--- src/rtl/dcache_pkg.sv ---
// Shared types and defaults for the data-cache miss/refill controller.
// Optional feature macro: DCACHE_PERF_CNT_EN (hit/miss performance counters).
package dcache_pkg;

    localparam int DCACHE_ADDR_W = 32;
    localparam int DCACHE_DATA_W = 32;
    localparam int PERF_W        = 32;

    typedef enum logic [2:0] {
        ST_IDLE    = 3'd0,
        ST_RD_REQ  = 3'd1,
        ST_RD_WAIT = 3'd2,
        ST_FILL    = 3'd3,
        ST_WR_REQ  = 3'd4,
        ST_WR_WAIT = 3'd5
    } dcache_state_e;

    // Request captured when the controller leaves IDLE for a memory operation.
    typedef struct packed {
        logic                     we;
        logic [DCACHE_ADDR_W-1:0] addr;
        logic [DCACHE_DATA_W-1:0] wdata;
    } dcache_req_t;

endpackage

--- src/rtl/dcache_perf_cnt.sv ---
// Saturating hit/miss counters for the data-cache controller.
// Only instantiated when DCACHE_PERF_CNT_EN is defined.
module dcache_perf_cnt
    import dcache_pkg::*;
(
    input  logic              clk,
    input  logic              rst_n,
    input  logic              i_hit,
    input  logic              i_miss,
    output logic [PERF_W-1:0] o_hits,
    output logic [PERF_W-1:0] o_misses
);

    logic [PERF_W-1:0] r_hits;
    logic [PERF_W-1:0] r_misses;

    // Count accepted hits and misses, holding at all-ones instead of wrapping.
    always_ff @(posedge clk) begin
        if (!rst_n) begin
            r_hits   <= '0;
            r_misses <= '0;
        end else begin
            if (i_hit && (r_hits != '1)) begin
                r_hits <= r_hits + 1'b1;
            end
            if (i_miss && (r_misses != '1)) begin
                r_misses <= r_misses + 1'b1;
            end
        end
    end

    assign o_hits   = r_hits;
    assign o_misses = r_misses;

endmodule

--- src/rtl/dcache_miss_ctrl.sv ---
// Miss/refill controller for a direct-mapped, word-per-line data cache.
// Write-through, no-write-allocate, one outstanding memory request.
// Optional feature macro: DCACHE_PERF_CNT_EN enables the perf_hits/perf_misses
// counters; when undefined both ports read 0 and no counter flops exist.
// The latched request struct is sized by the package defaults, so ADDR_W and
// DATA_W should only be overridden together with the package constants.
module dcache_miss_ctrl
    import dcache_pkg::*;
#(
    parameter int ADDR_W = DCACHE_ADDR_W,
    parameter int DATA_W = DCACHE_DATA_W
) (
    input  logic              clk,
    input  logic              rst_n,
    // Load/store unit side
    input  logic              cpu_req_valid,
    input  logic              cpu_req_we,
    input  logic [ADDR_W-1:0] cpu_req_addr,
    input  logic [DATA_W-1:0] cpu_req_wdata,
    output logic              cpu_req_ready,
    output logic              cpu_resp_valid,
    output logic [DATA_W-1:0] cpu_resp_rdata,
    // Cache array side
    output logic [ADDR_W-1:0] cache_addr,
    input  logic              cache_hit,
    input  logic [DATA_W-1:0] cache_rdata,
    output logic              cache_wr_en,
    output logic              cache_fill_en,
    output logic [DATA_W-1:0] cache_wdata,
    // Memory side
    output logic              mem_req_valid,
    input  logic              mem_req_ready,
    output logic              mem_req_we,
    output logic [ADDR_W-1:0] mem_req_addr,
    output logic [DATA_W-1:0] mem_req_wdata,
    input  logic              mem_resp_valid,
    input  logic [DATA_W-1:0] mem_resp_rdata,
    // Performance counters
    output logic [31:0]       perf_hits,
    output logic [31:0]       perf_misses
);

    dcache_state_e     r_state;
    dcache_req_t       r_req;
    logic [DATA_W-1:0] r_fill_data;
    logic              r_resp_valid;
    logic [DATA_W-1:0] r_resp_rdata;

    logic w_idle;
    logic w_fill;
    logic w_accept;

    assign w_idle   = (r_state == ST_IDLE);
    assign w_fill   = (r_state == ST_FILL);
    assign w_accept = cpu_req_valid && w_idle;

    // Request sequencing: hits finish in IDLE, misses and stores walk the memory states.
    always_ff @(posedge clk) begin
        if (!rst_n) begin
            r_state      <= ST_IDLE;
            r_req        <= '0;
            r_fill_data  <= '0;
            r_resp_valid <= 1'b0;
            r_resp_rdata <= '0;
        end else begin
            // Response register is a one-cycle pulse; data is zero unless a load hit returns.
            r_resp_valid <= 1'b0;
            r_resp_rdata <= '0;
            case (r_state)
                ST_IDLE: begin
                    if (w_accept) begin
                        if (cpu_req_we) begin
                            // Store always goes to memory; the array write (on hit) is combinational.
                            r_req.we    <= 1'b1;
                            r_req.addr  <= cpu_req_addr;
                            r_req.wdata <= cpu_req_wdata;
                            r_state     <= ST_WR_REQ;
                        end else if (cache_hit) begin
                            r_resp_valid <= 1'b1;
                            r_resp_rdata <= cache_rdata;
                        end else begin
                            r_req.we    <= 1'b0;
                            r_req.addr  <= cpu_req_addr;
                            r_req.wdata <= '0;
                            r_state     <= ST_RD_REQ;
                        end
                    end
                end
                ST_RD_REQ: begin
                    if (mem_req_ready) begin
                        r_state <= ST_RD_WAIT;
                    end
                end
                ST_RD_WAIT: begin
                    if (mem_resp_valid) begin
                        r_fill_data <= mem_resp_rdata;
                        r_state     <= ST_FILL;
                    end
                end
                ST_FILL: begin
                    r_state <= ST_IDLE;
                end
                ST_WR_REQ: begin
                    if (mem_req_ready) begin
                        r_state <= ST_WR_WAIT;
                    end
                end
                ST_WR_WAIT: begin
                    if (mem_resp_valid) begin
                        r_resp_valid <= 1'b1;
                        r_state      <= ST_IDLE;
                    end
                end
                default: begin
                    r_state <= ST_IDLE;
                end
            endcase
        end
    end

    // Requester handshake and response; the fill cycle returns the refilled word directly.
    assign cpu_req_ready  = w_idle;
    assign cpu_resp_valid = r_resp_valid || w_fill;
    assign cpu_resp_rdata = w_fill ? r_fill_data : r_resp_rdata;

    // Cache array: look up the live request in IDLE, the latched one otherwise.
    assign cache_addr    = w_idle ? cpu_req_addr : r_req.addr;
    assign cache_wr_en   = w_accept && cpu_req_we && cache_hit;
    assign cache_fill_en = w_fill;
    assign cache_wdata   = cache_wr_en ? cpu_req_wdata :
                           (w_fill ? r_fill_data : '0);

    // Memory bus: fields come from the latched request, so they hold while ready is low.
    assign mem_req_valid = (r_state == ST_RD_REQ) || (r_state == ST_WR_REQ);
    assign mem_req_we    = (r_state == ST_WR_REQ);
    assign mem_req_addr  = mem_req_valid ? r_req.addr : '0;
    assign mem_req_wdata = mem_req_we ? r_req.wdata : '0;

`ifdef DCACHE_PERF_CNT_EN
    logic w_perf_hit;
    logic w_perf_miss;

    assign w_perf_hit  = w_accept && cache_hit;
    assign w_perf_miss = w_accept && !cache_hit;

    dcache_perf_cnt u_perf_cnt (
        .clk      (clk),
        .rst_n    (rst_n),
        .i_hit    (w_perf_hit),
        .i_miss   (w_perf_miss),
        .o_hits   (perf_hits),
        .o_misses (perf_misses)
    );
`else
    assign perf_hits   = '0;
    assign perf_misses = '0;
`endif

endmodule

--- config.mk ---
export PLATFORM = sky130hd
export DESIGN_NAME = dcache_miss_ctrl
export DESIGN_NICKNAME = d
export VERILOG_FILES = /design/src/rtl/dcache_pkg.sv /design/src/rtl/dcache_perf_cnt.sv /design/src/rtl/dcache_miss_ctrl.sv
export SDC_FILE = /design/constraint.sdc
export NUM_CORES = 1
export LEC_CHECK = 0
export ABC_AREA = 0
export ABC_CLOCK_PERIOD_IN_PS = 2400
export BUFFER_PORTS_ARGS = -buffer_cell sky130_fd_sc_hd__buf_2
export CAP_MARGIN = 40
export CORE_AREA = 3 3 142 144
export DETAILED_ROUTE_END_ITERATION = 10
export DIE_AREA = 0 0 145 147
export PLACE_DENSITY = 0.65
export SYNTH_ARGS = -nofsm -noshare
export SYNTH_HDL_FRONTEND = slang
export SYNTH_HIERARCHICAL = 1
export SYNTH_SLANG_ARGS = --single-unit
--- constraint.sdc ---
create_clock -name clk -period 2.4 [get_ports clk]
set_input_delay 0.6 -clock clk [delete_from_list [all_inputs] [get_ports clk]]
set_output_delay 0.6 -clock clk [all_outputs]
set_load 0.02 [all_outputs]
Word-level counts from Yosys, hierarchy flattened
Index checks and enable logic that the tools add are counted.
Cells by class
  equality and inequality tests: 12
  reductions and logical operators: 10
  bitwise logic cells: 4
  muxes and demuxes: 21
Operator list (number)
  32-bit two-way mux: 6
  64-bit two-way mux: 2
  3-bit two-way mux: 7
  3-bit case mux with 5 select lines: 1
  2-bit != test (second input constant): 5
  3-bit by 2-bit == test with 1-bit output (second input constant): 2
  3-bit == test (second input constant): 2
  6-bit AND reduction: 1
  5-bit OR reduction: 1
  1-bit two-way mux: 4
  1-bit inverter: 4
  3-bit by 1-bit == test with 1-bit output (second input constant): 1
  1-bit logical AND: 3
  3-bit logical NOT: 1
  3-bit != test (second input constant): 1
  3-bit AND reduction: 1
  1-bit logical OR: 2
  2-bit by 1-bit != test with 1-bit output (second input constant): 1
  1-bit case mux with 2 select lines: 1
  2-bit AND reduction: 1
Storage, ports and cells
  logic and storage cells: 53
  register bits after elaboration: 132
  output and inout bits: 230
  bits of input ports: 135

Depth between registers and ports, before layout
  depth after elaboration: 5
  gate-level depth with buffers: 7

Least setup slack after synthesis
Ideal clock, no wire load.
  path type: input-to-output
  from: input port cpu_req_valid
  to: output port cache_wdata[22]
  stages: 5
  setup slack: 129 ps
  arrival: 1671 ps
  path through: nor4b_4 > and3_1 > buf_2 > buf_4 > a22o_1
On the way
  longest elaborated chain between the ends: 4
Ends and longest elaborated chain
  start: declaration: line dcache_miss_ctrl.sv:16  | input logic cpu_req_valid,
  1-bit logical AND: line dcache_miss_ctrl.sv:55  | assign w_accept = cpu_req_valid && w_idle;
  1-bit logical AND (2 in a row): line dcache_miss_ctrl.sv:128  | assign cache_wr_en = w_accept && cpu_req_we && cache_hit;
  via cache_wr_en: line dcache_miss_ctrl.sv:27  | output logic cache_wr_en,
  32-bit two-way mux: line dcache_miss_ctrl.sv:130  | assign cache_wdata = cache_wr_en ? cpu_req_wdata :
  end: declaration: line dcache_miss_ctrl.sv:29  | output logic [DATA_W-1:0] cache_wdata,
The timed path passes the listed nets, and every way through them passes these cells.

Final worst setup path
  from: register r_state[0]
  to: output port cache_wdata[14]
On the way
  longest elaborated chain between the ends: 5
  elaborated cells between the ends (all ways): 7
Ends and longest elaborated chain
  start: declaration: line dcache_miss_ctrl.sv:43  | dcache_state_e r_state;
  start signal: assignment: line dcache_miss_ctrl.sv:60  | r_state <= ST_IDLE;
  start signal: assignment: line dcache_miss_ctrl.sv:77  | r_state <= ST_WR_REQ;
  start signal: assignment: line dcache_miss_ctrl.sv:85  | r_state <= ST_RD_REQ;
  3-bit logical NOT: line dcache_miss_ctrl.sv:53  | assign w_idle = (r_state == ST_IDLE);
  1-bit logical AND: line dcache_miss_ctrl.sv:55
  1-bit logical AND (2 in a row): line dcache_miss_ctrl.sv:128
  32-bit two-way mux (*): line dcache_miss_ctrl.sv:130
Every way passes the cells marked *; elsewhere a longest branch is shown, timed or not.

==> metrics.txt <==
area leader, netlist dfxtp_1; Fmax 402.9 MHz; Hold Path Sink r_resp_rdata[13]$_SDFF_PP0_; crit path launch r_state[0]$_SDFFE_PN0P_; Placer Congestion 0.8232; initial core utilization 35.87%; Post-Syn Instances 778; CP delay by family, top simple AND/OR/NAND/NOR gates; Die X between 100 and 150 um; Vias between 6000 and 7000; critical path arrival 1.88 ns; status finished with violations; Worst Path Required ~1.8 ns; WP buf/inv 2; PortBufs 300; number of cells after detailed placement 1297; Ys Warns 6; Syn Std Cell Area 0.006755 mm^2; wire per inst 17.62 um; Fin Clk Skew slightly below 0.007 ns; reg2reg start r_state[0]$_SDFFE_PN0P_; period utilisation layout 103.4%; initial antenna violation count 3; first-pass GRT wire length 35150 um; post-synth top area share 39.12%; Crit Path Class register to output pin; fin nets 1218; sequential share of power ~27%; clk_lat worst skew about 0.4 ns; critical-path cell list nor4b_4, and3_4, buf_12, a22o_1, buf_6; Final Non-Filler Cells roughly 1400; WHS Path Cells 2; worst r2r dst r_req[53]$_SDFFE_PN0P_; pin count of the biggest net entering global routing 55; core area about 0.019 mm^2; max-slew violations 0; Routed WL 23910 um; delay of the slowest critical-path stage 0.38 ns; I/O pins 365; Synth area leaders dfxtp_1 (39%), mux2_2 (9.7%), nand2_1 (9.2%); clock power share ~27%; # DRC 0; dpl ws 0.1143 ns; Switching Share 35.19%; Sw Pwr ~0.0034 W; cells on worst reg2reg path 7; P per Cell Area between 900 and 1000 mW/mm^2; Bufs on Longest Clock Path 2; fillers 1654; FF+latch count, synth between 100 and 150; H-Tree Depth 4; worst setup margin -0.08215 ns; vias in the first global route approximately 6300; VDD IR max 0.4617 mV; row count 50; Clock Sinks 132; Final Hold Slack between 0.3 and 0.4 ns; Area Growth Syn to Fin 51.68%; grt ovf 0; CP Max Fanout 17; synth unique cells 32; Internal 0.006268 W; CTS tree yes; share of cells above drive strength 1 41.68%; RSZ-0062 raised after global routing yes; sequential-to-total area share from yosys stat between 30 and 40%; Post-synth EDFFs 0; Die Footprint around 0.021 mm^2; Avg Vias per Cell between 4 and 5; leakage 4.871 nW; Total GRT Usage 20.63%; CP Launch Type register; clock root buffer clkbuf_16; setup tns final -2.600 ns; CTS clk-pin slew, worst paths about 0.060 ns; ys async rst share 0%; Top FF cell, synth dfxtp_1; CP Capture Type output pin; syn avg cell area 8.683 um^2; First-pass DRT Iterations 5; Detail Route Antenna Nets 0; Post-DP HPWL 15500 um; Tmin final 2.482 ns; Gate power share 45.7%; Die Height 147 um; final hold vios 0; Iteration-0 DRC Markers between 200 and 300; failing checks negative setup slack; CP max stage cell dfxtp_4; R2R Setup Slk 0.42 ns; Hold WC Path Type input port to register; CTS Buf Count 17; hold wc startpoint cache_rdata[13]; max cap viols 0; # setup viols final just under 80
==> state kept, by name, indices dropped and copies added (netlist names) <==
register,cells
r_resp_valid,1
r_req,64
r_state,3
r_fill_data,32
r_resp_rdata,32
==> area by class of cell <==
cell class,count,area (um^2),area share (%)
inverter,2,15.01,0.1465
antenna,3,7.507,0.07327
tap,260,325.3,3.175
multi-input combinational,578,3822,37.31
timing repair buffer,352,2826,27.59
sequential,132,2654,25.90
clock buffer,19,442.9,4.323
clock inverter,11,152.6,1.490
==> cell usage in the layout, fill, tap and decap left out, drive strengths merged, types with 2 or more instances in the layout <==
cell type,n
inv,4
a22o,32
bufinv,3
buf,348
diode,3
clkbuf,23
nor2b,5
and2,66
clkinv,3
mux2,64
dfxtp,132
nor2,2
mux2i,3
a21boi,97
nand2,165
conb,64
nand3,32
and3,34
or2,2
clkinvlp,3
==> metal layers <==
layer	share of wire, %	track usage [%]	wire (um)	up-vias
met5	0	0	0	-
met4	3.0	7.221	722	0
met3	7.8	6.231	1873	47
met2	51	36.34	12100	337
met1	39	23.89	9204	3024
li1	-	-	-	3089
==> power by group through the flow <==
stage               sequential, W  clock [W]  combinational (W)
finish                    0.00260    0.00265            0.00442
CTS                       0.00259    0.00272            0.00392
detailed placement        0.00263          0            0.00300
global route              0.00263    0.00282            0.00467
floorplan                 0.00256          0            0.00209
global placement          0.00262          0            0.00299
==> how the worst max path moves through the flow <==
stage                               to  slack, ns  cells past startpoint
finish                 cache_wdata[14]      -0.08                      5
global route           cache_wdata[14]      -0.16                      5
CTS                 cpu_resp_rdata[14]       -0.1                      6
detailed placement      cache_wdata[0]       0.11                      6
global placement        cache_wdata[2]       0.15                      6
floorplan              cache_wdata[22]       0.13                      5
==> cells in the mapped netlist (all sizes together), types with 2 or more instances <==
master / instances
nand2: 165
mux2: 64
and2: 66
and3: 34
a22o: 32
dfxtp: 132
nor2b: 5
a21boi: 97
or2: 2
buf: 92
inv: 2
mux2i: 3
clkbuf: 37
nor2: 2
nand3: 32
==> kinds of logic after synthesis <==
family                    share of synthesized area (%)
buffers and inverters                             11.54
other                                           0.05551
muxes                                             11.11
xor gates and xnor gates                         0.1297
AOI/OAI and AO/OA                                 15.41
DFF                                               39.12
and+or+nand+nor                                   22.63
==> stage by stage <==
stage                     power, W  utilization, %  area, um^2
final                     0.009671           54.41       10250
after detailed placement  0.005628           44.27        8337
after global routing       0.01012           54.41       10250
after floorplan           0.004644               -        6992
after CTS                 0.009233           52.21        9832
after global placement    0.005611           44.27        8337
==> repair_timing <==
action | in CTS | in global routing
gates resized for setup | 194 | 105
setup endpoints to repair | 132 | 111
gates cloned | 7 | 4
hold buffers | 0 | 0
setup buffers | 14 | 6
pin swaps | 4 | 4
(Power assumes the default switching activity.)
